[src/rtl/johnson_seq_ctrl.sv]
// Johnson counter run controller: steps the owned register for N full rotations with hold/stop and seed load.
// Latency: start accepted at edge T0, first step at T1, done pulses after edge T(N*2*WIDTH); hold stalls, stop aborts.
module johnson_seq_ctrl #(
    parameter int WIDTH = 4,
    parameter int CYC_W = 8,
    localparam int PH_W = $clog2(2*WIDTH)
) (
    input  logic             clk,
    input  logic             rst,
    input  logic             start,
    input  logic             hold,
    input  logic             stop,
    input  logic [CYC_W-1:0] num_cycles,
    input  logic             load_en,
    input  logic [WIDTH-1:0] load_val,
    output logic [WIDTH-1:0] count,
    output logic [PH_W-1:0]  phase,
    output logic             busy,
    output logic             done,
    output logic             err_illegal
);

    typedef enum logic {IDLE, RUN} state_t;

    localparam logic [PH_W-1:0] LAST_STEP = PH_W'(2*WIDTH-1);

    state_t           state, state_d;
    logic [WIDTH-1:0] count_d;
    logic [PH_W-1:0]  step_cnt, step_d;
    logic [CYC_W-1:0] rem_cnt, rem_d;
    logic             done_d, err_d;

    function automatic int popcnt(input logic [WIDTH-1:0] v);
        int n;
        n = 0;
        for (int i = 0; i < WIDTH; i++)
            if (v[i]) n++;
        return n;
    endfunction

    // A Johnson code has at most one boundary between its ones-run and zeros-run.
    function automatic logic is_legal(input logic [WIDTH-1:0] v);
        int n;
        n = 0;
        for (int i = 0; i < WIDTH-1; i++)
            if (v[i] != v[i+1]) n++;
        return (n <= 1);
    endfunction

    always_comb begin
        int pc;
        pc = popcnt(count);
        if (count == '0 || count[WIDTH-1])
            phase = PH_W'(pc);
        else
            phase = PH_W'(2*WIDTH - pc);
    end

    assign busy = (state == RUN);

    always_comb begin
        state_d = state;
        count_d = count;
        step_d  = step_cnt;
        rem_d   = rem_cnt;
        done_d  = 1'b0;
        err_d   = 1'b0;
        case (state)
            IDLE: begin
                if (load_en) begin
                    if (is_legal(load_val)) begin
                        count_d = load_val;
                    end else begin
                        count_d = '0;
                        err_d   = 1'b1;
                    end
                end else if (start) begin
                    if (num_cycles != '0) begin
                        state_d = RUN;
                        rem_d   = num_cycles;
                        step_d  = '0;
                    end else begin
                        done_d = 1'b1;
                    end
                end
            end
            RUN: begin
                if (stop) begin
                    state_d = IDLE;
                end else if (!hold) begin
                    count_d = {~count[0], count[WIDTH-1:1]};
                    if (step_cnt == LAST_STEP) begin
                        step_d = '0;
                        if (rem_cnt == CYC_W'(1)) begin
                            state_d = IDLE;
                            done_d  = 1'b1;
                        end
                        rem_d = rem_cnt - CYC_W'(1);
                    end else begin
                        step_d = step_cnt + PH_W'(1);
                    end
                end
            end
            default: state_d = IDLE;
        endcase
    end

    always_ff @(posedge clk) begin
        if (rst) begin
            state       <= IDLE;
            count       <= '0;
            step_cnt    <= '0;
            rem_cnt     <= '0;
            done        <= 1'b0;
            err_illegal <= 1'b0;
        end else begin
            state       <= state_d;
            count       <= count_d;
            step_cnt    <= step_d;
            rem_cnt     <= rem_d;
            done        <= done_d;
            err_illegal <= err_d;
        end
    end

endmodule

[config.mk]
export PLATFORM = sky130hd
export DESIGN_NAME = johnson_seq_ctrl
export DESIGN_NICKNAME = d
export VERILOG_FILES = /design/src/rtl/johnson_seq_ctrl.sv
export SDC_FILE = /design/constraint.sdc
export NUM_CORES = 1
export LEC_CHECK = 0
export BUFFER_PORTS_ARGS = -buffer_cell sky130_fd_sc_hd__buf_2
export CORE_MARGIN = 1
export CORE_UTILIZATION = 55
export CTS_CLUSTER_DIAMETER = 100
export DETAILED_ROUTE_END_ITERATION = 6
export PLACE_DENSITY = 0.8
export SLEW_MARGIN = 25
export SYNTH_ARGS = -nofsm -noshare
export SYNTH_HDL_FRONTEND = slang
export SYNTH_SLANG_ARGS = --single-unit
[constraint.sdc]
create_clock -name clk -period 4.4 [get_ports clk]
set_clock_uncertainty 0.2 [all_clocks]
set_input_delay 0.88 -clock clk [delete_from_list [all_inputs] [get_ports clk]]
set_output_delay 0.88 -clock clk [all_outputs]
set_load 0.02 [all_outputs]
After elaboration in Yosys (flattened, before gate mapping)
Index checks and enable logic that the tools add are counted.
{ "word_totals": {"ff_bits": 18, "inputBits": 18, "output_inout_bits": 10, "elab_cells": 87} }
{ "classes": {"add_sub_neg": 8, "n_eq_ne": 12, "bitwise": 3, "reduce_logical": 7, "muxes": 50, "n_lt_le_gt_ge": 1} }
{ "ops": {"columns": ["op", "n"], "rows": [
  ["32-bit two-way mux", 8],
  ["32-bit by 2-bit adder with 32-bit output (second input constant)", 2],
  ["8-bit two-way mux", 6],
  ["32-bit by 2-bit less-or-equal comparator with 1-bit output (second input constant)", 1],
  ["3-bit two-way mux", 10],
  ["1-bit two-way mux", 17],
  ["4-bit two-way mux", 4],
  ["8-bit case mux with 2 select lines", 1],
  ["2-bit inequality test (second input constant)", 6],
  ["8-bit by 1-bit equality test with 1-bit output (second input constant)", 1],
  ["4-bit case mux with 2 select lines", 1],
  ["8-bit nonzero test", 1],
  ["8-bit by 1-bit subtractor with 8-bit output (second input constant)", 1],
  ["3-bit by 2-bit adder with 3-bit output (second input constant)", 2],
  ["3-bit case mux with 2 select lines", 1],
  ["6-bit AND reduction", 1],
  ["5-bit AND reduction", 1],
  ["4-bit zero test", 1],
  ["1-bit case mux with 2 select lines", 2],
  ["3-bit by 1-bit adder with 3-bit output (second input constant)", 1],
  ["3-bit equality test (second input constant)", 1],
  ["1-bit inequality test", 3],
  ["1-bit NOT", 3],
  ["3-bit AND reduction", 1],
  ["5 further kinds", 5]
]} }

Depth between registers and ports, before layout
{ "logic_depth": {"word_depth": 16, "depth_mapped": 9, "depth_no_buf": 9} }

Least setup slack after synthesis
Ideal clock, no wire load.
{ "synth_path": {"path_type": "flip-flop to output port", "from": "reg count[0]", "to": "out phase[2]", "path_buffers": 0, "path_stages_with_launch": 10, "setup_slack_ns": 0.970, "arrival_ns": 2.350, "cell_sequence": "dfxtp_1 inv_1 ha_1 xor2_1 xnor2_1 inv_1 ha_1 nor3_1 a21oi_1 o221ai_1"} }
{ "synth_between": {"elab_chain_cells": 9, "elab_cells_between_ends": 11, "cone_classes": "add/sub: 4; mux: 5; reduce/logical: 2"} }
{ "synth_rtl": {"columns": ["element", "line", "source"], "rows": [
  ["start: declaration", "16", "output logic [WIDTH-1:0] count,"],
  ["start signal: assignment", "118", "count <= count_d;"],
  ["1-bit two-way mux", "37", "if (v[i]) n++;"],
  ["1-bit by 1-bit adder with 2-bit output", "37", null],
  ["3-bit two-way mux", "37", null],
  ["3-bit by 2-bit adder with 3-bit output", "37", null],
  ["3-bit two-way mux", "37", null],
  ["3-bit by 2-bit adder with 3-bit output", "37", null],
  ["3-bit two-way mux", "37", null],
  ["1-bit by 3-bit subtractor with 3-bit output", "56", "phase = PH_W'(2*WIDTH - pc);"],
  ["3-bit two-way mux (*)", "53", "if (count == '0 || count[WIDTH-1])"],
  ["end: declaration", "17", "output logic [PH_W-1:0] phase,"]
]} }
Every way passes the cells marked *; elsewhere a longest branch is shown, timed or not.

Final worst setup path
Ends and elaborated chain as after synthesis.

==> results.md <==
* Outcome: finished clean
* CP cell instances: inv_1, ha_1, xor2_1, ha_1, mux2i_1, ha_1, xor2_1, nand3_1, o221ai_1, buf_2
* Fmax achieved at about 280 MHz
* Type of the setup path with the least slack: register to output pin
* Data arrival time at the worst-slack endpoint at 2.53 ns
* PostCTS Resize Cnt at 0
* Clock tree from TritonCTS: built
* Net total in the final layout at 218
* H-tree levels at 1
* Total power consumption of the routed design at about 0.00044 W
* Synth-to-Final Area Change at 13.67%
* Mean instance size in the synthesized netlist at 8.148 um^2
* Cell accounting for the most synthesized area: sky130_fd_sc_hd__dfxtp_1
* Synthesized Nets at 192
* Top FF cell, synth: sky130_fd_sc_hd__dfxtp_1
* Total length of routed wires at 3322 um
* Row Count at 17
* Post-placement worst setup slack at 1.142 ns
* Post-route ant nets at 0
* Area of the mapped netlist at 1336 um^2
* Clock tree sinks at 18
* Share of the synthesized area in the top cell type at 0.2697
* Latest clock arrival within the worst-skew pair at a little under 0.3 ns
* Cell mode on critical path: sky130_fd_sc_hd__ha_1
* HPWL after detailed placement at 2503 um
* Min setup slack post-route at 0.7874 ns
* Async S/R FF share, synth at 0
* All-Layer GR Usage at 0.2874
* Total of endpoints with negative setup slack in the final report at 0
* Clock input transition at the sequential cells of the worst setup and hold paths at about 0.10 ns
* Count of flip-flops with a built-in enable after synthesis at 0
* Yosys cell types at 44
* Most common cell after layout, fill and taps aside: sky130_fd_sc_hd__buf_2
* Data required time at the worst endpoint at 3.32 ns
* Global-route wire length before repair at about 5700 um
* Number of antenna violations at the first check in global routing at 0
* Yosys Warn Count at 0
* Starting density of the core at 0.5927
* Critical path's slowest cell: sky130_fd_sc_hd__dfxtp_1
* Maximum single-stage delay on the critical path at 0.41 ns
* Worst vdd rail ir drop at 0.2284 mV
* Critical Path Fanout Max at 4
* Total I/O pin count at 28
* Setup TNS after final layout at 0 ns
* Power per unit of standard cell area at approximately 290 nW/um^2
* Leak at approximately 0.61 nW
* Remaining design rule violation count at 0
* Inserted Diodes at 0
* Max-slew violation count at 0
* Via count of the first global-routing pass at 1293
* Router iterations before antenna repair at 4
* Horiz. Die Dim at 51.29 um
* Slew HR at 0.4435
* Max Cap Violations at 0
* Unrepaired setup endpoints after global routing: false
* Number of buffers added on ports at 27
* Capturing element type of the critical path: output pin
* FF-to-FF End: rem_cnt[3]
* Classification of the worst-slack hold path: register to register
* Average detailed-routed wire length per instance at 15.31 um
* Placeable core region at 2255 um^2
* Number of instances in the synthesized netlist at between 150 and 200
* Critical path launch point type: register
* Cell area after placement at ~1500 um^2
* CTS Root Buffer Type: sky130_fd_sc_hd__clkbuf_4
* R2r startpoint: busy
* Final worst-path cycle share at 0.8210
* Sum of overflow across all layers after global routing at 0
* Top library cells by usage in the layout, fill and taps aside: sky130_fd_sc_hd__buf_2 (27), sky130_fd_sc_hd__dfxtp_1 (18), sky130_fd_sc_hd__nor2_1 (15)
* Hold slack at 0.2684 ns
* Startpoint of the most critical hold path: step_cnt[1]
* DRC marker count from the first detailed-route iteration at 38
* Number of stages on the worst hold path at 2
* Inserted Clock Buffers at 3
* Endpoint of the worst hold path: step_cnt[1]
* Fraction of final layout cells with drive strength greater than 1 at 0.2116
* Die area at 2631 um^2
* Synth Register Bits at 18
* Largest buffer count on any clock path at 2
* Hold buffer count at cts at 0
* Maximum number of pins on one net before global-route repair at 23
* Final hold viol count at 0
* Flop-to-flop setup slack at 1.87 ns
* Post-CTS Setup Inserts at 0
* Vias per Instance at 6.092
* Total number of vias at 1322
* Cell area after layout at 1519 um^2
* Fraction of the yosys area taken by sequential cells at 0.2697
* Die Y-Extent at 51.29 um
* Transition at the pin with the smallest max-transition slack at 0.8336 ns
* Synth area leaders: sky130_fd_sc_hd__dfxtp_1 (27%), sky130_fd_sc_hd__ha_1 (9.4%), sky130_fd_sc_hd__nand2b_1 (4.7%), sky130_fd_sc_hd__nor2_1 (4.2%), sky130_fd_sc_hd__a21oi_1 (3.7%)
* Final weighted congestion in routability-driven placement at 0.8730
* R2R cell count at 4
* Final min period at 3.613 ns
-- registers in the layout, summed over array words and instances (netlist names) --
signal and cells:
done 1, step_cnt 3, count 4, rem_cnt 8, err_illegal 1, busy 1
-- power by group --
group / switching, W / total, W / leakage (nW) / internal (W)
clock network: 0.0000520 / 0.000102 / 0.0210 / 0.0000504
logic: 0.0000928 / 0.000154 / 0.442 / 0.0000609
registers: 0.0000144 / 0.000187 / 0.147 / 0.000173
total: 0.000159 / 0.000443 / 0.610 / 0.000284
-- synth_stat cells, drive strengths merged (2+ instances only) --
| cell | n |
|---|---|
| clkbuf | 5 |
| nand4 | 4 |
| o21a | 2 |
| nor4 | 3 |
| nor3b | 3 |
| or4 | 2 |
| a311oi | 4 |
| o21ai | 5 |
| nand2b | 10 |
| o32ai | 6 |
| nor3 | 7 |
| nor2 | 15 |
| xor2 | 3 |
| nor2b | 6 |
| inv | 10 |
| ha | 10 |
| a211oi | 2 |
| nand3 | 6 |
| a21oi | 10 |
| nand2 | 9 |
| dfxtp | 18 |
| xnor2 | 3 |
| o41ai | 2 |
| a31oi | 3 |
| mux2i | 2 |
| o31ai | 2 |
-- how the worst max path moves through the flow --
stage	from	end	slack, ns
3_3_place_gp	count[0]	phase[2]	1.29
2_1_floorplan	count[0]	phase[2]	0.97
3_5_place_dp	count[0]	phase[2]	1.14
6_report	count[0]	phase[2]	0.79
5_1_grt	count[0]	phase[2]	0.63
4_1_cts	count[0]	phase[2]	0.80
-- critical path: cells and delay by family (launching register included) --
kind	cells	cell delay [ns]
fa+ha+maj	3	0.82
flops	1	0.41
xor+xnor	2	0.38
buf+inv	2	0.27
mux	1	0.18
simple gates	1	0.10
compound gates	1	0.08
-- layer usage --
| layer | track usage | vias to the layer above | wire, um | part of all wire |
|---|---|---|---|---|
| li1 | - | 668 | - | - |
| met1 | 0.3568 | 602 | 1469 | 0.44 |
| met2 | 0.5022 | 45 | 1642 | 0.49 |
| met3 | 0.05060 | 7 | 171 | 0.051 |
| met4 | 0.08559 | 0 | 38 | 0.011 |
| met5 | 0 | - | 0 | 0 |
-- through the flow --
stage	util	std cells
after CTS	0.6737	217
final	0.6737	217
after floorplan	-	164
after detailed placement	0.6576	213
after global routing	0.6737	217
after global placement	0.6576	213
-- logic make-up (layout without fill, tap and decap cells) --
group,after synthesis,in the layout,synth area share
compound gates,42,42,0.2294
mux,3,3,0.02341
fa+ha+maj,10,10,0.09363
xor+xnor,6,6,0.03933
simple gates,68,68,0.2959
flops,18,18,0.2697
buf+inv,17,42,0.04869
-- final cells by class --
type | count | area, um^2
fillers | 196 | 735.7
flip-flops and latches | 18 | 360.3
multi-input cells | 129 | 910.9
inverters | 11 | 41.29
well taps | 28 | 35.03
repair buffers | 27 | 135.1
clock buffers | 4 | 36.28
No activity file was read; power rests on OpenSTA's default activity.
